File: src/rtl/i281_pkg.sv
// i281_pkg: shared definitions for the i281 fetch-side logic.
//   PC_W, INSTR_W   : default PC / code-memory address width and instruction width
//   pc_seq_state_t  : pc_sequencer FSM state encoding
//   sext_offset()   : sign-extends a narrow two's-complement field to 32 bits
package i281_pkg;

   localparam int PC_W    = 6;
   localparam int INSTR_W = 16;

   typedef enum logic [2:0] {
      IDLE  = 3'd0,
      FETCH = 3'd1,
      WAIT  = 3'd2,
      ISSUE = 3'd3,
      HALT  = 3'd4
   } pc_seq_state_t;

   // Sign-extend the low 'width' bits of 'raw' to 32 bits (width in 1..31).
   function automatic logic [31:0] sext_offset(input logic [31:0] raw,
                                               input int unsigned width);
      logic [31:0] sign_bit;
      logic [31:0] hi_mask;
      sign_bit = 32'd1 << (width - 1);
      hi_mask  = ~((32'd1 << width) - 32'd1);
      if ((raw & sign_bit) != 32'd0) begin
         return raw | hi_mask;
      end
      return raw & ~hi_mask;
   endfunction

endpackage

File: src/rtl/pc_sequencer_if.sv
// pc_sequencer_if: instruction-register handshake between the fetch sequencer
// and decode.
//   ir_out, fetched_pc, ir_valid   : sequencer -> decode
//   ir_ready, branch_taken,
//   branch_offset, halt_req         : decode -> sequencer
// Handshake: a transfer happens on every rising clock edge where
// ir_valid & ir_ready are both 1. While ir_valid is 1 and ir_ready is 0 the
// sequencer holds ir_out/fetched_pc stable. branch_taken, branch_offset and
// halt_req are only looked at on the transfer cycle.
interface pc_sequencer_if #(
   parameter int PC_W    = i281_pkg::PC_W,
   parameter int INSTR_W = i281_pkg::INSTR_W
) ();

   logic [INSTR_W-1:0] ir_out;
   logic [PC_W-1:0]    fetched_pc;
   logic               ir_valid;
   logic               ir_ready;
   logic               branch_taken;
   logic [PC_W-1:0]    branch_offset;
   logic               halt_req;

   modport master (
      output ir_out,
      output fetched_pc,
      output ir_valid,
      input  ir_ready,
      input  branch_taken,
      input  branch_offset,
      input  halt_req
   );

   modport slave (
      input  ir_out,
      input  fetched_pc,
      input  ir_valid,
      output ir_ready,
      output branch_taken,
      output branch_offset,
      output halt_req
   );

endinterface

File: src/rtl/pc_next_calc.sv
// pc_next_calc: combinational next-PC adder.
//   pc_reg        : current PC
//   branch_taken  : 1 selects pc_reg + sign-extended branch_offset, 0 selects pc_reg + 1
//   branch_offset : two's-complement offset
//   next_pc       : result, wrapping mod 2^PC_W
module pc_next_calc #(
   parameter int PC_W = i281_pkg::PC_W
) (
   input  logic [PC_W-1:0] pc_reg,
   input  logic            branch_taken,
   input  logic [PC_W-1:0] branch_offset,
   output logic [PC_W-1:0] next_pc
);
   import i281_pkg::*;

   logic [PC_W-1:0] step;

   always_comb begin
      step = PC_W'(1);
      if (branch_taken) begin
         step = PC_W'(sext_offset(32'(branch_offset), PC_W));
      end
   end

   // Truncating add gives the mod 2^PC_W wrap for both directions.
   assign next_pc = pc_reg + step;

endmodule

File: src/rtl/pc_sequencer.sv
// pc_sequencer: i281 fetch sequencer driving the PC register write port.
//   clock, reset_n    : rising-edge clock, asynchronous active-low reset
//   pc_reg            : current PC register value
//   c3, pc_input      : PC register write enable / write data
//   imem_addr         : code-memory address (= pc_reg)
//   imem_rdata        : code-memory data, valid one cycle after the address
//   halted            : sequencer stopped until reset
//   state_dbg         : current FSM state, for observation
//   dec_if            : instruction-register handshake towards decode
// Sequence per instruction: FETCH (address out), WAIT (capture IR, PC += 1),
// ISSUE (offer IR until decode takes it; optional branch write or halt).
module pc_sequencer #(
   parameter int PC_W    = i281_pkg::PC_W,
   parameter int INSTR_W = i281_pkg::INSTR_W
) (
   input  logic                    clock,
   input  logic                    reset_n,
   input  logic [PC_W-1:0]         pc_reg,
   output logic                    c3,
   output logic [PC_W-1:0]         pc_input,
   output logic [PC_W-1:0]         imem_addr,
   input  logic [INSTR_W-1:0]      imem_rdata,
   output logic                    halted,
   output i281_pkg::pc_seq_state_t state_dbg,
   pc_sequencer_if.master          dec_if
);
   import i281_pkg::*;

   pc_seq_state_t      state_q;
   pc_seq_state_t      state_d;
   logic [INSTR_W-1:0] ir_out_q;
   logic [PC_W-1:0]    fetched_pc_q;
   logic               ir_valid;
   logic               take_branch;
   logic [PC_W-1:0]    next_pc;

   assign imem_addr = pc_reg;
   assign state_dbg = state_q;

   // Branch selection only matters on a non-halting handshake; in WAIT the
   // adder must produce the plain increment whatever decode is driving.
   assign take_branch = (state_q == ISSUE) & dec_if.ir_ready &
                        ~dec_if.halt_req & dec_if.branch_taken;

   pc_next_calc #(
      .PC_W(PC_W)
   ) u_pc_next_calc (
      .pc_reg       (pc_reg),
      .branch_taken (take_branch),
      .branch_offset(dec_if.branch_offset),
      .next_pc      (next_pc)
   );

   always_ff @(posedge clock or negedge reset_n) begin
      if (!reset_n) begin
         state_q <= IDLE;
      end else begin
         state_q <= state_d;
      end
   end

   always_comb begin
      state_d  = state_q;
      c3       = 1'b0;
      pc_input = '0;
      ir_valid = 1'b0;
      halted   = 1'b0;
      unique case (state_q)
         IDLE: begin
            state_d = FETCH;
         end
         FETCH: begin
            state_d = WAIT;
         end
         WAIT: begin
            c3       = 1'b1;
            pc_input = next_pc;
            state_d  = ISSUE;
         end
         ISSUE: begin
            ir_valid = 1'b1;
            if (dec_if.ir_ready) begin
               if (dec_if.halt_req) begin
                  state_d = HALT;
               end else begin
                  state_d = FETCH;
                  if (dec_if.branch_taken) begin
                     c3       = 1'b1;
                     pc_input = next_pc;
                  end
               end
            end
         end
         HALT: begin
            halted = 1'b1;
         end
         default: begin
            state_d = IDLE;
         end
      endcase
   end

   // Instruction register: loaded once per fetch, at the WAIT -> ISSUE edge,
   // so it stays stable for the whole ISSUE stall.
   always_ff @(posedge clock or negedge reset_n) begin
      if (!reset_n) begin
         ir_out_q     <= '0;
         fetched_pc_q <= '0;
      end else if (state_q == WAIT) begin
         ir_out_q     <= imem_rdata;
         fetched_pc_q <= pc_reg;
      end
   end

   assign dec_if.ir_out     = ir_out_q;
   assign dec_if.fetched_pc = fetched_pc_q;
   assign dec_if.ir_valid   = ir_valid;

endmodule

File: src/flat_wrapper.sv
// flat-port wrapper written by rule: the top's interface ports become plain ports
module pc_sequencer_flat import i281_pkg::*;
#(
   parameter int PC_W    = i281_pkg::PC_W,
   parameter int INSTR_W = i281_pkg::INSTR_W
)
  (clock, reset_n, pc_reg, c3, pc_input, imem_addr, imem_rdata, halted, state_dbg, dec_if_ir_out, dec_if_fetched_pc, dec_if_ir_valid, dec_if_ir_ready, dec_if_branch_taken, dec_if_branch_offset, dec_if_halt_req);
  pc_sequencer_if #(.PC_W(PC_W), .INSTR_W(INSTR_W)) dec_if_i ();
  input  logic clock;
  input  logic reset_n;
  input  logic [PC_W-1:0] pc_reg;
  output logic c3;
  output logic [PC_W-1:0] pc_input;
  output logic [PC_W-1:0] imem_addr;
  input  logic [INSTR_W-1:0] imem_rdata;
  output logic halted;
  output i281_pkg::pc_seq_state_t state_dbg;
  output wire logic [$bits(dec_if_i.ir_out)-1:0] dec_if_ir_out;
  output wire logic [$bits(dec_if_i.fetched_pc)-1:0] dec_if_fetched_pc;
  output wire logic [$bits(dec_if_i.ir_valid)-1:0] dec_if_ir_valid;
  input wire logic [$bits(dec_if_i.ir_ready)-1:0] dec_if_ir_ready;
  input wire logic [$bits(dec_if_i.branch_taken)-1:0] dec_if_branch_taken;
  input wire logic [$bits(dec_if_i.branch_offset)-1:0] dec_if_branch_offset;
  input wire logic [$bits(dec_if_i.halt_req)-1:0] dec_if_halt_req;
  assign dec_if_ir_out = dec_if_i.ir_out;
  assign dec_if_fetched_pc = dec_if_i.fetched_pc;
  assign dec_if_ir_valid = dec_if_i.ir_valid;
  assign dec_if_i.ir_ready = dec_if_ir_ready;
  assign dec_if_i.branch_taken = dec_if_branch_taken;
  assign dec_if_i.branch_offset = dec_if_branch_offset;
  assign dec_if_i.halt_req = dec_if_halt_req;
  pc_sequencer #(.PC_W(PC_W), .INSTR_W(INSTR_W)) u_core (.clock(clock), .reset_n(reset_n), .pc_reg(pc_reg), .c3(c3), .pc_input(pc_input), .imem_addr(imem_addr), .imem_rdata(imem_rdata), .halted(halted), .state_dbg(state_dbg), .dec_if(dec_if_i));
endmodule
File: config.mk
export PLATFORM = sky130hd
export DESIGN_NAME = pc_sequencer_flat
export DESIGN_NICKNAME = d
export VERILOG_FILES = /design/src/rtl/i281_pkg.sv /design/src/rtl/pc_sequencer_if.sv /design/src/rtl/pc_next_calc.sv /design/src/rtl/pc_sequencer.sv /design/src/flat_wrapper.sv
export SDC_FILE = /design/constraint.sdc
export NUM_CORES = 1
export LEC_CHECK = 0
export BUFFER_PORTS_ARGS = -buffer_cell sky130_fd_sc_hd__buf_4
export CORE_ASPECT_RATIO = 1.4
export CORE_MARGIN = 8
export CORE_UTILIZATION = 47
export DETAILED_ROUTE_END_ITERATION = 12
export HOLD_SLACK_MARGIN = 0.05
export PLACE_DENSITY = 0.81
export SYNTH_ARGS = -nofsm -noshare
export SYNTH_HDL_FRONTEND = slang
export SYNTH_SLANG_ARGS = --single-unit
File: constraint.sdc
create_clock -name clock -period 3.9 [get_ports clock]
set_input_delay 0.39 -clock clock [delete_from_list [all_inputs] [get_ports clock]]
set_output_delay 0.39 -clock clock [all_outputs]
set_load 0.05 [all_outputs]
==> results of run 1 <==
==> logic make-up after synthesis <==
logic type,share of synthesized area
AO/OA/AOI/OAI,0.0696
adder cells (fa/ha/maj),0.0638
buffers and inverters,0.0638
flip-flops,0.484
multiplexers,0.191
AND/OR/NAND/NOR,0.128
==> state kept, by name, indices dropped and copies added, names as in the netlist <==
| name | count |
|---|---|
| u_core.dec_if.ir_out | 16 |
| u_core.dec_if.fetched_pc | 6 |
| u_core.state_dbg | 3 |
==> power breakdown <==
group | leakage (nW) | switching [mW] | total, mW | internal (mW)
sequential | 0.294 | 0.0878 | 0.479 | 0.391
combinational | 0.615 | 0.814 | 1.23 | 0.420
clock | 0.0177 | 0.0703 | 0.109 | 0.0382
==> cell type report <==
cell class              instances  area (µm²)  share of cell area
clock buffers                   3        22.5              0.0120
clock inverters                 1        5.00             0.00268
inverters                       6        22.5              0.0120
multi-input cells              69         592               0.316
flip-flops and latches         25         626               0.334
well taps                      36        45.0              0.0241
repair buffers                 74         558               0.298
==> worst min path at each step <==
| stage | cells after the start | from | slack [ps] | to |
|---|---|---|---|---|
| CTS | 2 | dec_if_ir_ready | 280 | u_core.state_dbg[1] |
| floorplan | 0 | reset_n | 90 | u_core.dec_if.fetched_pc[0] |
| finish | 2 | dec_if_ir_ready | 290 | u_core.state_dbg[1] |
| global route | 2 | imem_rdata[7] | 270 | u_core.dec_if.ir_out[7] |
| global placement | 1 | reset_n | 300 | u_core.dec_if.ir_out[10] |
| detailed placement | 1 | reset_n | 300 | u_core.dec_if.ir_out[10] |
==> through the flow <==
step | total power [mW] | utilization | instance area (µm²) | hold WS [ps] | worst slack (ps)
floorplan | 1.35 | - | 1290 | 94.4 | 369
global placement | 1.70 | 0.701 | 1830 | 298 | 1040
detailed placement | 1.73 | 0.701 | 1830 | 304 | 965
CTS | 1.84 | 0.715 | 1870 | 284 | 602
global route | 1.92 | 0.715 | 1870 | 266 | 319
finish | 1.82 | 0.715 | 1870 | 295 | 641
==> worst max-delay path, stage by stage (launching register included) <==
cell	delay [ps]
dfrtp_1	460
nand3b_2	280
nor3_2	330
nand2_1	150
inv_1	80
ha_1	230
a211oi_1	290
o21ai_0	170
a22o_1	230
a21oi_1	130
buf_4	220
==> layer usage <==
layer	GRT usage	vias up	wire (µm)
li1	-	516	-
met1	0.141	517	1170
met4	0.0432	0	18
met2	0.248	64	1690
met3	0.0555	4	430
met5	0	-	0
==> Yosys cell counts <==
master and n:
a211oi_1 2, a21boi_0 1, a21o_1 1, a21oi_1 2, a22o_1 1, a31oi_1 1, and2_1 3, buf_4 8
dfrtp_1 25, fa_1 1, ha_1 5, inv_1 6, mux2_1 1, mux2_2 21, nand2_1 4, nand2b_1 1
nand3b_2 1, nand4_1 1, nand4b_1 1, nor2_1 4, nor2b_1 3, nor3_1 3, nor3_2 1, nor3b_1 2
nor3b_2 1, o21ai_0 4, o21bai_1 2, or2_2 1, or3_1 1
==> out/metrics.cfg, run 1 <==
[die]
fp.dieH_um = 78.1
die-width_um = 60.3
coreArea_um2 = 2620
row_count = 22
io_pins = 73
initial_core_util = 0.495
die-area_um2 = 4710

[routing]
post_drt_wl_per_cell_um = 15.5
drc = 0
detail-route-antenna-nets = 0
firstDrtPassIters = 4
wl_um = 3310
drt_iter0_drc = 22
routed_via_density = 5.14
vias = 1101

[global_routing]
grt_usage = 0.139
grt_pass1_vias = 1184
antenna_found_initial = 0
gr-total-overflow = 0
grt_pass1_wl_um = 5270
grt_max_degree = 26

[clocking]
clock-sinks = 25
cts_hold_buf = 1
clockBufferDepth = 2
insertion_delay_ps = 310
htreeDepth = 1
cts_setup_buffers = 0
clk_pin_slew_ps = 120
cts_tree = built
cts_buffers = 3
root_buffer = clkbuf_4
ctsResizeCount = 0

[timing]
worst_pin_slew_ps = 475
max_slew_margin = 0.682
finClkSkew_ps = 9.89
rsz0062_at_grt = false
setup_tns_ps = 0
min_period_over_period = 0.836
drv_slew = 0
setup_violations = 0
timing.final.crit_period_ps = 3260
finalHoldViolCount = 0
fmax_mhz = 307

[critical_path]
cp.arrival_ps = 2870
cp_data_required_time_ps = 3510
ff2ff_path_depth = 3
end_kind = output pin
cp-start-kind = register
critPathKind = register to output pin
r2r_setup_slack_ps = 2390
reg2reg_to = u_core.dec_if.ir_out[4]
crit_end = pc_input[5]
critPathMaxFanout = 6
critPathLaunch = u_core.state_dbg[2]
rr_startpoint = u_core.state_dbg[0]

[yosys]
ys_seq_area_frac = 0.484
synth.distinct_cells = 29
ys_warn_count = 0
synth_cells = 108
yosys.area.top_type = dfrtp_1
yosysTopAreaCellShare = 0.484
synth-seq-cells = 25
synth.avg_cell_area_um2 = 12.0
synth_area_leaders = dfrtp_1 (48%), mux2_2 (18%), ha_1 (4.8%)
syn_nets = 147
syn-cell-area_um2 = 1290

[final_layout]
nNetsFinal = 218
final_common_cell = buf_4
fillCellCount = 206
final_cells = 214
final_layout_size_suffix_gt1_frac = 0.573
syn_to_final_growth_pct = 44.6
final_cell_mix = buf_4 (73), dfrtp_1 (25), mux2_2 (21)
diodes = 0

[min_path]
hold_class = input port to register

[placement]
hpwl_um = 2750
port_buffers = 72
place_inst = 209
globalplace.congestion = 0.825

[run]
max-cap-violations = 0

[power]
peakVddDrop_uv = 685
power_density_nw_per_um2 = 973
p_leak_nw = 0.927

[status]
status = complete, no violations

Power figures use the tool's default switching activity.
==> run 2, diff against run 1 <==
--- a/config.mk
+++ b/config.mk
@@ -8,10 +8,10 @@
 export BUFFER_PORTS_ARGS = -buffer_cell sky130_fd_sc_hd__buf_4
 export CORE_ASPECT_RATIO = 1.4
 export CORE_MARGIN = 8
-export CORE_UTILIZATION = 47
+export CORE_UTILIZATION = 39
 export DETAILED_ROUTE_END_ITERATION = 12
 export HOLD_SLACK_MARGIN = 0.05
-export PLACE_DENSITY = 0.81
+export PLACE_DENSITY = 0.72
 export SYNTH_ARGS = -nofsm -noshare
 export SYNTH_HDL_FRONTEND = slang
 export SYNTH_SLANG_ARGS = --single-unit
==> constraint.sdc (replaced) <==
create_clock -name clock -period 2.8 [get_ports clock]
set_input_delay 0.28 -clock clock [delete_from_list [all_inputs] [get_ports clock]]
set_output_delay 0.28 -clock clock [all_outputs]
set_load 0.05 [all_outputs]
==> out/metrics.cfg, run 2 (synthesis gave the netlist of run 1 again) <==
[clocking]
clockBufferDepth = 2
root_buffer = clkbuf_8
insertion_delay_ps = 260
cts_buffers = 3
clk_pin_slew_ps = 80
clock-sinks = 25
cts_tree = built
htreeDepth = 1

[die]
fp.dieH_um = 84.2
coreArea_um2 = 3150
io_pins = 73
die-width_um = 64.7
die-area_um2 = 5440
initial_core_util = 0.410
row_count = 24

[routing]
detail-route-antenna-nets = 0
post_drt_wl_per_cell_um = 16.6
vias = 1139
routed_via_density = 5.06
drc = 0
drt_iter0_drc = 48
firstDrtPassIters = 4
wl_um = 3730

[global_routing]
grt_max_degree = 26
gr-total-overflow = 0
antenna_found_initial = 0
grt_pass1_vias = 1266
grt_pass1_wl_um = 6020
grt_usage = 0.133

[final_layout]
syn_to_final_growth_pct = 59.0
largest_reg_flops = 16
regArea_um2 = 629
fillCellCount = 254
final_common_cell = buf_4
diodes = 0
stdcell_area_um2 = 2060
multi_input_area_um2 = 686
final_cell_mix = buf_4 (79), dfrtp_1 (22), mux2_2 (21)
final_layout_size_suffix_gt1_frac = 0.677
nNetsFinal = 226

[run]
max-cap-violations = 0

[placement]
port_buffers = 72
pre_cts_slack_ps = -22.1
globalplace.congestion = 0.839
hpwl_um = 2900
placed_area_um2 = 1890

[critical_path]
critPathKind = register to output pin
cp-start-kind = register
cp_data_required_time_ps = 2520
cp.arrival_ps = 2490
critPathMaxFanout = 4
end_kind = output pin
r2r_setup_slack_ps = 1180
rr_startpoint = u_core.state_dbg[0]
critPathLaunch = u_core.state_dbg[2]

[min_path]
hold_path.startpoint = imem_rdata[13]
hold_class = input port to register

[power]
p_clk_frac = 0.077
p_leak_nw = 0.992
swShare = 0.520
peakVddDrop_uv = 975
seqPwrFrac = 0.240
share_comb_of_total_power = 0.683
p_int_mw = 1.31
p_switching_mw = 1.41
power_density_nw_per_um2 = 1320

[timing]
drv_slew = 0
setup_violations = 0
rsz0062_at_grt = true
min_period_over_period = 0.990
max_slew_margin = 0.471
fmax_mhz = 361
timing.final.ws_setup_ps = 27.7
finClkSkew_ps = 1.22
timing.final.crit_period_ps = 2770
setup_tns_ps = 0
worst_pin_slew_ps = 790
finalHoldViolCount = 0

[status]
status = complete, no violations

[run 2: cell count changes in the layout (fill, tap and decap cells not counted), moves of 2 or more]
| cell | delta |
|---|---|
| nor3_1 | -3 |
| nor3_4 | +2 |
| clkbuf_4 | -3 |
| o21ai_2 | +3 |
| ha_1 | -2 |
| dfrtp_2 | +3 |
| dfrtp_1 | -3 |
| buf_4 | +6 |
| o21ai_0 | -3 |
| buf_6 | +2 |
| clkbuf_8 | +3 |
[run 2: final timing paths]
path | cells past startpoint | endpoint
hold reg to reg | 1 | u_core.dec_if.fetched_pc[1]
hold / removal | 2 | u_core.dec_if.ir_out[13]
setup / recovery | 10 | pc_input[5]
max in group asynchronous | 2 | u_core.state_dbg[2]
min in group asynchronous | 2 | u_core.dec_if.ir_out[1]
setup reg to reg | 4 | u_core.dec_if.ir_out[12]
[run 2: worst max-delay path: stages, from the launching register on]
cell	delay (ps)
dfrtp_2	410
nand3b_4	170
nor3_4	260
buf_4	160
and2_1	160
ha_4	220
o21ai_2	190
o21ai_2	90
a22o_1	250
a21oi_4	150
buf_6	170
[run 2: final cells by class]
type	count	area share
Inverter	6	0.0109
Clock buffer	4	0.0219
Tap cell	39	0.0237
Timing Repair Buffer	82	0.304
Multi-Input combinational cell	69	0.333
Sequential cell	25	0.306
[run 2: what timing repair did]
action	CTS	global route
resized for setup	13	5
hold buffers	1	0
hold endpoints to repair	25	0
buffers inserted	3	3
pin swaps	4	4
endpoints found under the setup margin	3	2
[run 2: stage by stage]
step | cells | hold WS, ps | utilization | total power [mW]
after floorplan | 108 | -15.6 | - | 1.91
after global placement | 214 | 199 | 0.599 | 2.43
after detailed placement | 214 | 204 | 0.599 | 2.46
after CTS | 222 | 231 | 0.638 | 2.73
after global routing | 225 | 231 | 0.652 | 2.85
final | 225 | 236 | 0.652 | 2.72
[run 2: per-layer routing]
layer / share of wire / routed length (µm) / up-vias / track usage
met5: 0 / 0 / - / 0
met4: 0.0091 / 34 / 0 / 0.0378
met3: 0.11 / 426 / 4 / 0.0612
met2: 0.50 / 1850 / 55 / 0.229
met1: 0.38 / 1420 / 549 / 0.142
li1: - / - / 531 / -
[run 2: power groups by stage]
stage          clock network [mW]  registers (mW)  logic, mW
2_1_floorplan                   0            1.30      0.611
3_3_place_gp                    0           0.662       1.77
3_5_place_dp                    0           0.671       1.79
4_1_cts                     0.220           0.660       1.85
5_1_grt                     0.232           0.679       1.94
6_report                    0.208           0.653       1.86
==> run 3, diff against run 2 <==
--- a/config.mk
+++ b/config.mk
@@ -5,13 +5,15 @@
 export SDC_FILE = /design/constraint.sdc
 export NUM_CORES = 1
 export LEC_CHECK = 0
+export ABC_AREA = 1
 export BUFFER_PORTS_ARGS = -buffer_cell sky130_fd_sc_hd__buf_4
 export CORE_ASPECT_RATIO = 1.4
 export CORE_MARGIN = 8
-export CORE_UTILIZATION = 39
+export CORE_UTILIZATION = 40
 export DETAILED_ROUTE_END_ITERATION = 12
 export HOLD_SLACK_MARGIN = 0.05
-export PLACE_DENSITY = 0.72
+export PLACE_DENSITY = 0.73
 export SYNTH_ARGS = -nofsm -noshare
 export SYNTH_HDL_FRONTEND = slang
 export SYNTH_SLANG_ARGS = --single-unit
+export TNS_END_PERCENT = 30
==> out/metrics.cfg, run 3 <==
[status]
status = complete, no violations

[yosys]
yosysTopAreaCellShare = 0.468
ys_warn_count = 0
synthArstFlopShare = 1.00
synth.avg_cell_area_um2 = 10.4
synth-seq-cells = 25
ys_seq_area_frac = 0.468
yosys.area.top_type = dfrtp_1
synth_cells = 128
synth-edff-count = 0
syn-cell-area_um2 = 1340
synth_area_leaders = dfrtp_1 (47%), mux2_2 (16%), nand2_1 (4.8%)
yosysMostFrequentCell = dfrtp_1
synth.distinct_cells = 25
syn_nets = 167
ys.flop_type = dfrtp_1
yosys-top-cells-count = dfrtp_1 (25), mux2_2 (19), nand2_1 (17)

[die]
die-width_um = 64.9
row_count = 25
coreArea_um2 = 3280
die-area_um2 = 5480
fp.dieH_um = 84.4
initial_core_util = 0.407
io_pins = 73

[placement]
hpwl_um = 3020
placed_area_um2 = 1900
globalplace.congestion = 0.851
pre_cts_slack_ps = 181
port_buffers = 72

[final_layout]
largest_reg_flops = 16
nNetsFinal = 241
final_layout_size_suffix_gt1_frac = 0.577
final_util = 0.607
final_common_cell = buf_4
syn_to_final_growth_pct = 49.0
stdcell_area_um2 = 1990
diodes = 0
final_cell_mix = buf_4 (74), dfrtp_1 (23), mux2_2 (19)

[routing]
routed_via_density = 4.80
wl_met3_um = 212
drc = 0
post_drt_wl_per_cell_um = 15.1
wl_met2_um = 2090
vias = 1158
dr.max_layer_used = met4
firstDrtPassIters = 4
wl_um = 3650
wl_met1_um = 1290
drt_iter0_drc = 21
detail-route-antenna-nets = 0

[critical_path]
critical-path-max-stage-delay_ps = 470
critPathKind = register to output pin
crit_chain = nand2_1 > nor2_4 > nand2_4 > or2_2 > ha_1 > inv_1 > fa_1 > nor2_4 > buf_6
cp.arrival_ps = 2420
crit_top_cell = nor2_4
cp.buffers_inverters = 2
slowest_stage = fa_1
critPathLaunch = u_core.state_dbg[1]
end_kind = output pin
cp_data_required_time_ps = 2520
critPathMaxFanout = 6
rr_startpoint = u_core.state_dbg[2]
cp-start-kind = register
critPathTopFamily = simple AND/OR/NAND/NOR gates

[min_path]
hold_class = input port to register
hold_path.startpoint = dec_if_ir_ready

[global_routing]
grt_max_degree = 26
antenna_found_initial = 0
grt_usage = 0.134
grt_pass1_vias = 1288
grt_pass1_wl_um = 5980
gr-total-overflow = 0

[timing]
timing.final.crit_period_ps = 2700
setup_violations = 0
worst_pin_slew_ps = 306
finalHoldViolCount = 0
drv_slew = 0
min_period_over_period = 0.963
timing.final.ws_setup_ps = 103
max_slew_margin = 0.796
fmax_mhz = 371
finClkSkew_ps = 1.73
whs_ps = 202

[power]
p_total_mw = 2.73
power_density_nw_per_um2 = 1370
peakVddDrop_uv = 875
p_leak_nw = 1.04

[clocking]
htreeDepth = 1
clock-sinks = 25
clk_pin_slew_ps = 80
cts_buffers = 3
cts_tree = built
clockBufferDepth = 2
root_buffer = clkbuf_8
insertion_delay_ps = 260

[run]
max-cap-violations = 0

-- run 3: cell count changes in the layout (fill, tap and decap cells not counted), moves of 3 or more --
cell | before | now
a21oi_1 | 1 | 5
and2_1 | 3 | 0
buf_4 | 79 | 74
inv_1 | 6 | 15
nand2_1 | 3 | 17
nor2_1 | 4 | 7
nor2_2 | 0 | 3
-- run 3: cells by family after synthesis --
| logic type | share of synthesized area |
|---|---|
| adder cells (fa/ha/maj) | 0.0617 |
| XOR/XNOR | 0.00655 |
| flip-flops | 0.468 |
| AO/OA/AOI/OAI | 0.0533 |
| buffers and inverters | 0.0954 |
| AND/OR/NAND/NOR | 0.144 |
| multiplexers | 0.171 |
-- run 3: where the power goes --
group          internal, mW  switching [mW]
clock network         0.101           0.104
registers             0.549           0.113
logic                 0.638            1.23
-- run 3: final cells by class --
type | count | area [µm²]
Tap cell | 40 | 50.0
Inverter | 16 | 60.1
Multi-Input combinational cell | 79 | 622
Timing Repair Buffer | 77 | 588
Fill cell | 281 | 1290
Clock buffer | 4 | 45.0
Sequential cell | 25 | 628
-- run 3: worst register-to-register path, stage by stage (launching register included) --
cell,delay [ps]
dfrtp_1,460
nor2_2,70
nand2_2,90
buf_4,300
mux2_2,380
-- run 3: layer usage --
metal  GRT usage  up-vias
li1            -      559
met1       0.134      557
met2       0.251       38
met3      0.0360        4
met4      0.0498        0
met5           0        -
-- run 3: timing repair --
action,CTS,global route
hold endpoints to repair,25,0
hold buffers,1,0
setup buffers,0,3
gates cloned,0,0
pin swaps,0,2
setup endpoints to repair,1,3
gates resized for setup,2,3
-- run 3: metrics by stage --
| stage | instances | TNS, ps |
|---|---|---|
| 2_1_floorplan | 128 | -11.0 |
| 3_3_place_gp | 233 | 0 |
| 3_5_place_dp | 233 | 0 |
| 4_1_cts | 238 | 0 |
| 5_1_grt | 241 | -3.44 |
| 6_report | 241 | 0 |
-- run 3: worst paths after layout --
kind / end / slack, ps / cells after the start
max in group asynchronous: u_core.state_dbg[0] / 2100 / 2
min reg2reg: u_core.dec_if.fetched_pc[5] / 510 / 2
max reg2reg: u_core.dec_if.fetched_pc[2] / 1390 / 4
max: pc_input[1] / 100 / 9
min: u_core.state_dbg[1] / 200 / 2
min in group asynchronous: u_core.dec_if.ir_out[12] / 440 / 2
